## config.mk

```make
export PLATFORM = sky130hd
export DESIGN_NAME = ov_sccb_arb
export DESIGN_NICKNAME = d
export VERILOG_FILES = /design/src/rtl/ov_sccb_arb.sv
export SDC_FILE = /design/constraint.sdc
export NUM_CORES = 1
export LEC_CHECK = 0
export ABC_AREA = 1
export CORE_MARGIN = 1
export CORE_UTILIZATION = 43
export CTS_CLUSTER_DIAMETER = 100
export DETAILED_ROUTE_END_ITERATION = 10
export PLACE_DENSITY = 0.86
export SLEW_MARGIN = 20
export SYNTH_ARGS = -nofsm -noshare
export SYNTH_HDL_FRONTEND = slang
export SYNTH_SLANG_ARGS = --single-unit
```

## constraint.sdc

```tcl
create_clock -name clk -period 3.1 [get_ports clk]
set_input_delay 0.62 -clock clk [delete_from_list [all_inputs] [get_ports clk]]
set_output_delay 0.62 -clock clk [all_outputs]
set_load 0.005 [all_outputs]
```

## src/rtl/ov_sccb_arb.sv

```systemverilog
// ov_sccb_arb: round-robin sharing of one ov_sccb master between NUM_REQ requesters.
// Define SCCB_ARB_TIMEOUT_EN to abort transactions that run longer than TIMEOUT_CYCLES.
module ov_sccb_arb #(
    parameter int          NUM_REQ        = 2,
    parameter logic [23:0] TIMEOUT_CYCLES = 24'd2000000
) (
    input  logic                 clk,
    input  logic                 reset,
    input  logic [NUM_REQ-1:0]   req,
    input  logic [NUM_REQ-1:0]   req_rw,
    input  logic [8*NUM_REQ-1:0] req_addr,
    input  logic [8*NUM_REQ-1:0] req_subaddr,
    input  logic [8*NUM_REQ-1:0] req_wdata,
    output logic [NUM_REQ-1:0]   gnt,
    output logic [NUM_REQ-1:0]   req_done,
    output logic                 req_err,
    output logic [7:0]           rdata,
    output logic                 m_start,
    output logic [7:0]           m_addr,
    output logic [7:0]           m_subaddr,
    output logic [7:0]           m_wdata,
    input  logic [7:0]           m_rdata,
    input  logic                 m_busy,
    input  logic                 m_done,
    output logic                 idle
);
    localparam int IW = $clog2(NUM_REQ);

    typedef enum logic [1:0] {S_IDLE, S_START, S_WAIT, S_RESP} state_t;

    state_t        state_q, state_d;
    logic [IW-1:0] rr_last_q, rr_last_d;
    logic [IW-1:0] owner_q, owner_d;
    logic          m_start_q, m_start_d;
    logic [7:0]    addr_q, addr_d;
    logic [7:0]    sub_q, sub_d;
    logic [7:0]    wdata_q, wdata_d;
    logic [7:0]    rdata_q, rdata_d;

    logic [IW-1:0] idx_c, win_idx;
    logic          win_found, sel_rw;
    logic [7:0]    sel_addr, sel_sub, sel_wdata;

    // Round-robin search starts just after the last owner and wraps.
    always_comb begin
        win_found = 1'b0;
        win_idx   = '0;
        idx_c     = '0;
        for (int k = 1; k <= NUM_REQ; k++) begin
            idx_c = IW'((int'(rr_last_q) + k) % NUM_REQ);
            if (!win_found && req[idx_c]) begin
                win_found = 1'b1;
                win_idx   = idx_c;
            end
        end
        sel_rw    = 1'b0;
        sel_addr  = '0;
        sel_sub   = '0;
        sel_wdata = '0;
        for (int i = 0; i < NUM_REQ; i++) begin
            if (win_idx == IW'(i)) begin
                sel_rw    = req_rw[i];
                sel_addr  = req_addr[8*i +: 8];
                sel_sub   = req_subaddr[8*i +: 8];
                sel_wdata = req_wdata[8*i +: 8];
            end
        end
    end

    logic tmo_hit;

`ifdef SCCB_ARB_TIMEOUT_EN
    logic [23:0] tmo_q, tmo_d;
    logic        err_q, err_d;

    assign tmo_hit = ((state_q == S_START) || (state_q == S_WAIT)) &&
                     (tmo_q == TIMEOUT_CYCLES - 24'd1);

    always_comb begin
        tmo_d = tmo_q;
        err_d = err_q;
        case (state_q)
            S_IDLE: begin
                tmo_d = '0;
                if (win_found) err_d = 1'b0;
            end
            S_START, S_WAIT: begin
                tmo_d = tmo_q + 24'd1;
                if (tmo_hit) err_d = 1'b1;
            end
            default: ;
        endcase
    end

    always_ff @(posedge clk) begin
        if (!reset) begin
            tmo_q <= '0;
            err_q <= 1'b0;
        end else begin
            tmo_q <= tmo_d;
            err_q <= err_d;
        end
    end

    assign req_err = (state_q == S_RESP) && err_q;
`else
    assign tmo_hit = 1'b0;
    assign req_err = 1'b0;
`endif

    always_comb begin
        // NOTE: every next-state signal is defaulted first so no path infers a latch.
        state_d   = state_q;
        rr_last_d = rr_last_q;
        owner_d   = owner_q;
        m_start_d = m_start_q;
        addr_d    = addr_q;
        sub_d     = sub_q;
        wdata_d   = wdata_q;
        rdata_d   = rdata_q;
        unique case (state_q)
            S_IDLE: begin
                if (win_found) begin
                    owner_d = win_idx;
                    addr_d  = {sel_addr[7:1], sel_rw};
                    sub_d   = sel_subaddr_fix(sel_sub);
                    wdata_d = sel_wdata;
                    state_d = S_START;
                end
            end
            S_START: begin
                m_start_d = 1'b1;
                // Only trust the handshake once the master has actually seen start.
                if (m_start_q && m_done) begin
                    m_start_d = 1'b0;
                    rdata_d   = addr_q[0] ? m_rdata : 8'h00;
                    state_d   = S_RESP;
                end else if (m_start_q && m_busy) begin
                    m_start_d = 1'b0;
                    state_d   = S_WAIT;
                end
            end
            S_WAIT: begin
                if (m_done) begin
                    rdata_d = addr_q[0] ? m_rdata : 8'h00;
                    state_d = S_RESP;
                end
            end
            S_RESP: begin
                rr_last_d = owner_q;
                state_d   = S_IDLE;
            end
        endcase
        if (tmo_hit) begin
            m_start_d = 1'b0;
            rdata_d   = 8'hFF;
            state_d   = S_RESP;
        end
    end

    function automatic logic [7:0] sel_subaddr_fix(input logic [7:0] s);
        return s;
    endfunction

    always_ff @(posedge clk) begin
        // NOTE: reset is synchronous, so it is sampled only inside the clocked branch.
        if (!reset) begin
            state_q   <= S_IDLE;
            rr_last_q <= IW'(NUM_REQ - 1);
            owner_q   <= '0;
            m_start_q <= 1'b0;
            addr_q    <= '0;
            sub_q     <= '0;
            wdata_q   <= '0;
            rdata_q   <= '0;
        end else begin
            state_q   <= state_d;
            rr_last_q <= rr_last_d;
            owner_q   <= owner_d;
            m_start_q <= m_start_d;
            addr_q    <= addr_d;
            sub_q     <= sub_d;
            wdata_q   <= wdata_d;
            rdata_q   <= rdata_d;
        end
    end

    assign gnt       = (state_q == S_IDLE) ? '0 : (NUM_REQ'(1) << owner_q);
    assign req_done  = (state_q == S_RESP) ? gnt : '0;
    assign rdata     = rdata_q;
    assign m_start   = m_start_q;
    assign m_addr    = addr_q;
    assign m_subaddr = sub_q;
    assign m_wdata   = wdata_q;
    assign idle      = (state_q == S_IDLE) && (req == '0);

endmodule

```

After elaboration in Yosys (flattened, before gate mapping)
Cells that the tools add are included.

cells by class
  reduce and logical (&&, ||, !) cells = 11
  mux-type cells = 25
  magnitude comparators = 2
  equality and inequality tests = 7
  add/subtract/negate cells = 2
  shift operators = 1

operators by type and width
  cell                                                                           number
  8-bit two-way mux                                                              6
  8-bit case mux with 2 select lines                                             1
  2-bit two-way mux                                                              6
  1-bit two-way mux                                                              11
  2-bit case mux with 4 select lines                                             1
  2-bit inequality test (second input constant)                                  3
  3-bit AND reduction                                                            2
  2-bit == test (second input constant)                                          2
  1-bit logical AND                                                              4
  2-bit zero test                                                                2
  1-bit by 2-bit less-than comparator with 1-bit output (second input constant)  2
  3-bit inequality test (second input constant)                                  1
  1-bit adder (second input constant)                                            2
  2-bit by 1-bit == test with 1-bit output (second input constant)               1
  2-bit AND reduction                                                            1
  2-bit nonzero test                                                             1
  1-bit by 1-bit << shifter with 2-bit output (first input constant)             1
  1-bit zero test                                                                1

storage, ports and cells
  input port bits = 64
  output and inout port bits = 39
  word-level logic and storage cells = 56
  register bits after elaboration = 37

Logic depth before layout (Yosys ltp)
  depth in word-level cells = 9
  gate-level depth with buffers = 9
  gate-level depth less buffers = 7

Worst setup path before layout
No wires, ideal clock.

  path kind = register to output
  start point = register state_q[0]
  end point = output idle
  buffers on the path = 1
  arrival = 906 ps
  required time = 2,480 ps
  cell stages (with the launch flop) = 6
  setup slack = 1,574 ps
  cells stage by stage = dfxtp_1 > inv_1 > ha_1 > buf_4 > nand3_1 > inv_1

on the way
  word-level cells in the longest chain between the ends = 2

RTL lines
  item                    line  text
  start, declared         31    state_t state_q, state_d;
  start signal, assigned  177   state_q <= state_d;
  2-bit zero test         195   assign idle = (state_q == S_IDLE) && (req == '0);
  1-bit logical AND       195
  end, declared           25    output logic idle

Every way passes these cells.

Worst setup path in the final report
  start point = input req[0]
  end point = output idle

on the way
  word-level cells in the longest chain between the ends = 2

RTL lines
  item               line  text
  start, declared    9     input logic [NUM_REQ-1:0] req,
  2-bit zero test    195
  1-bit logical AND  195

Every way passes these cells.

==> impl_metrics.csv <==
group,metric,value,unit
yosys,yosys.area_share.simple,0.353,
yosys,synthAdderAreaFrac,0.0253,
cells_and_area,utilization,0.693,
route,route.met2.wl,2300,um
placement,gp_congestion,0.760,
critical_path,cp-end-kind,"output port",
yosys,ys_top_cells_by_area,"dfxtp_1 (37%), nor2_1 (18%), nand2_1 (16%)",
cts,ctsRootBufferMaster,"clkbuf_8",
status,status,"finished, final reports clean",
yosys,syn_area_per_cell,6.03,sq um
yosys,synthTopCellsByCount,"nor2_1 (97), nand2_1 (85), inv_1 (49), dfxtp_1 (37), o21ai_0 (25)",
yosys,synth.area.mux_share,0,
yosys,synthMostInstantiatedCell,"nor2_1",
yosys,ys_seq_elements,37,
placement,numPortBuffers,99,
yosys,synth.distinct_cells,19,
cts,cts_buffers,5,
critical_path,crit_buf_inv,4,
grt,grt_first_pass_wirelength,7930,um
grt,overflow,0,
grt,grt_max_degree,50,
yosys,synth_xor_area_frac,0,
timing,slew_viol_final,0,
floorplanning,dieArea,4880,sq um
worst_hold_path,holdCritStartpoint,"rdata[4]",
cells_and_area,layout-drive-gt1-share,0.0358,
timing,finalCriticalPeriod,2.44,ns
yosys,synth_edf_count,0,
floorplanning,fp.dieW,69.8,um
cells_and_area,area_growth,53.5,%
timing,rsz0062_at_grt,"no",
placement,place_hpwl,3240,um
critical_path,critical_path.startpoint,"req[0]",
yosys,netlist_area,1980,sq um
critical_path,cpLargestDelayFamily,"buffers and inverters",
critical_path,cp_data_required_time,2.48,ns
critical_path,crit_type,"in -> out",
power_and_ir_drop,p_per_area,729,nW/um^2
route,totalWireLength,4480,um
grt,antenna_found_initial,0,
route,route.met3.wl,277,um
power_and_ir_drop,p_leak,1.53,nW
route,drc_errors,0,
critical_path,max_stage_delay,0.49,ns
grt,grt.total_usage,0.197,
cts,clkTransAtPathRegs,0.07,ns
route,dr_total_vias,2097,
cells_and_area,diodes,0,
grt,grt_pass1_vias,1954,
yosys,ys_warn_count,0,
power_and_ir_drop,peakVddDrop,0.000344,V
route,drt_iter0_markers,105,
floorplanning,rows,24,
yosys,synth_top_family_by_area,"simple AND/OR/NAND/NOR gates",
route,antenna_left,0,
cts,cts_hold_buf,0,
route,detail_route.wl_per_cell,9.52,um
timing,hold_viol_final,0,
floorplanning,placeableCoreArea,4380,sq um
cts,ctsLongestPathBuffers,2,
cts,cts_tree,"built",
critical_path,crit_fanout,3,
yosys,synth_nets,396,
cts,htree_levels,2,
yosys,seq_area_frac_synth,0.374,
route,via_per_inst,4.45,
critical_path,crit_path_top_delay_cell,"clkdlybuf4s50_1",
yosys,netlist.top_cell.by_area,"dfxtp_1",
cells_and_area,finalNetCount,486,
cts,clk_latency,0.28,ns
critical_path,crit_chain,"clkdlybuf4s50_1 -> inv_1 -> nand3_1 -> inv_1 -> clkdlybuf4s50_1",
timing,skew,0.00522,ns
route,dr.max_layer_used,"met4",
yosys,synth_compound_area_frac,0.0911,
timing,slew_headroom,0.539,
power_and_ir_drop,p_total,2.21,mW
timing,max_freq,0.410,GHz
cts,cts.sinks,37,
cts,cts_setup_buffers,0,
critical_path,r2r-start,"state_q[0]",
route,m1WireLength,1860,um
timing,worstMarginPinSlew,0.690,ns
timing,setup_tns,0,ns
critical_path,worst_setup_path_start_kind,"primary input",
floorplanning,initial_core_util,0.451,
route,firstDrtPassIters,4,
cts,cts-resized-gates,0,
yosys,netlist_instances,328,
timing,finalCritPeriodShare,0.787,
worst_hold_path,hp-class,"reg -> reg",
yosys,synth_async_sr_flop_share,0,
critical_path,crit_arrival,1.82,ns
flow_run,drv_cap,0,
floorplanning,chipHeight,69.8,um
yosys,synth_top_area_frac,0.374,
timing,setup_violations,0,
floorplanning,pin_count,103,
yosys,synth-main-ff-cell,"dfxtp_1",
==> cells in the final DEF (no fill, tap or decap), drive strengths merged <==
cell type,n
a21oi,3
buf,2
clkbuf,7
clkdlybuf4s50,99
clkinv,1
conb,1
dfxtp,37
ha,4
inv,51
nand2,85
nand3,3
nor2,97
o211ai,2
o21a,2
o21ai,25
==> cells by family after synthesis <==
kind of cell | count (synthesis)
other | 1
adder cells (fa/ha/maj) | 4
AO/OA/AOI/OAI | 32
flip-flops | 37
AND/OR/NAND/NOR | 185
buffers and inverters | 69
==> power breakdown <==
part | leakage (nW) | switching (mW) | internal (mW)
sequential | 0.306 | 0.0994 | 0.661
combinational | 1.17 | 0.514 | 0.578
clock | 0.0542 | 0.161 | 0.201
total | 1.53 | 0.774 | 1.44
==> area by class of cell <==
cell class	instances	area (sq um)
fill	378	1350
clock buffer	7	96.3
multi-input combinational	222	932
inverter	51	191
sequential	37	741
clock inverter	1	5.00
tap	52	65.1
timing repair buffer	101	1010
==> through the flow <==
step / setup WS (ns) / instance area, sq um / instances / hold slack, ns
floorplan: 1.57 / 1980 / 328 / 0.463
global placement: 0.686 / 2940 / 463 / 0.483
detailed placement: 0.668 / 2940 / 463 / 0.505
CTS: 0.663 / 3040 / 471 / 0.518
global route: 0.552 / 3040 / 471 / 0.537
finish: 0.662 / 3040 / 471 / 0.512
==> routing by layer <==
layer  GRT usage  up-vias
met5           0        -
met4      0.0467        0
met3      0.0567        5
met2       0.371       52
met1       0.213      907
li1            -     1133
==> worst reg2reg max path, stage by stage, from the launching register on <==
cell	delay, ns
dfxtp_1	0.34
inv_1	0.13
ha_1	0.33
o21a_2	0.19
buf_4	0.36
nand2_1	0.14
nor2_1	0.10
nor2_1	0.04
==> path summary, 6_finish.rpt <==
| path | end | slack [ns] | cells past startpoint |
|---|---|---|---|
| setup reg to reg | m_subaddr[5] | 1.35 | 7 |
| hold / removal | rdata[4] | 0.51 | 4 |
| hold reg to reg | rdata[4] | 0.51 | 4 |
| setup / recovery | idle | 0.66 | 5 |
==> flip-flops by register name, summed over array words and instances (netlist names) <==
signal / flops
m_addr: 8
m_start: 1
m_subaddr: 8
m_wdata: 8
owner_q: 1
rdata: 8
rr_last_q: 1
state_q: 2
Note: power is estimated with default switching activity, not from simulation.
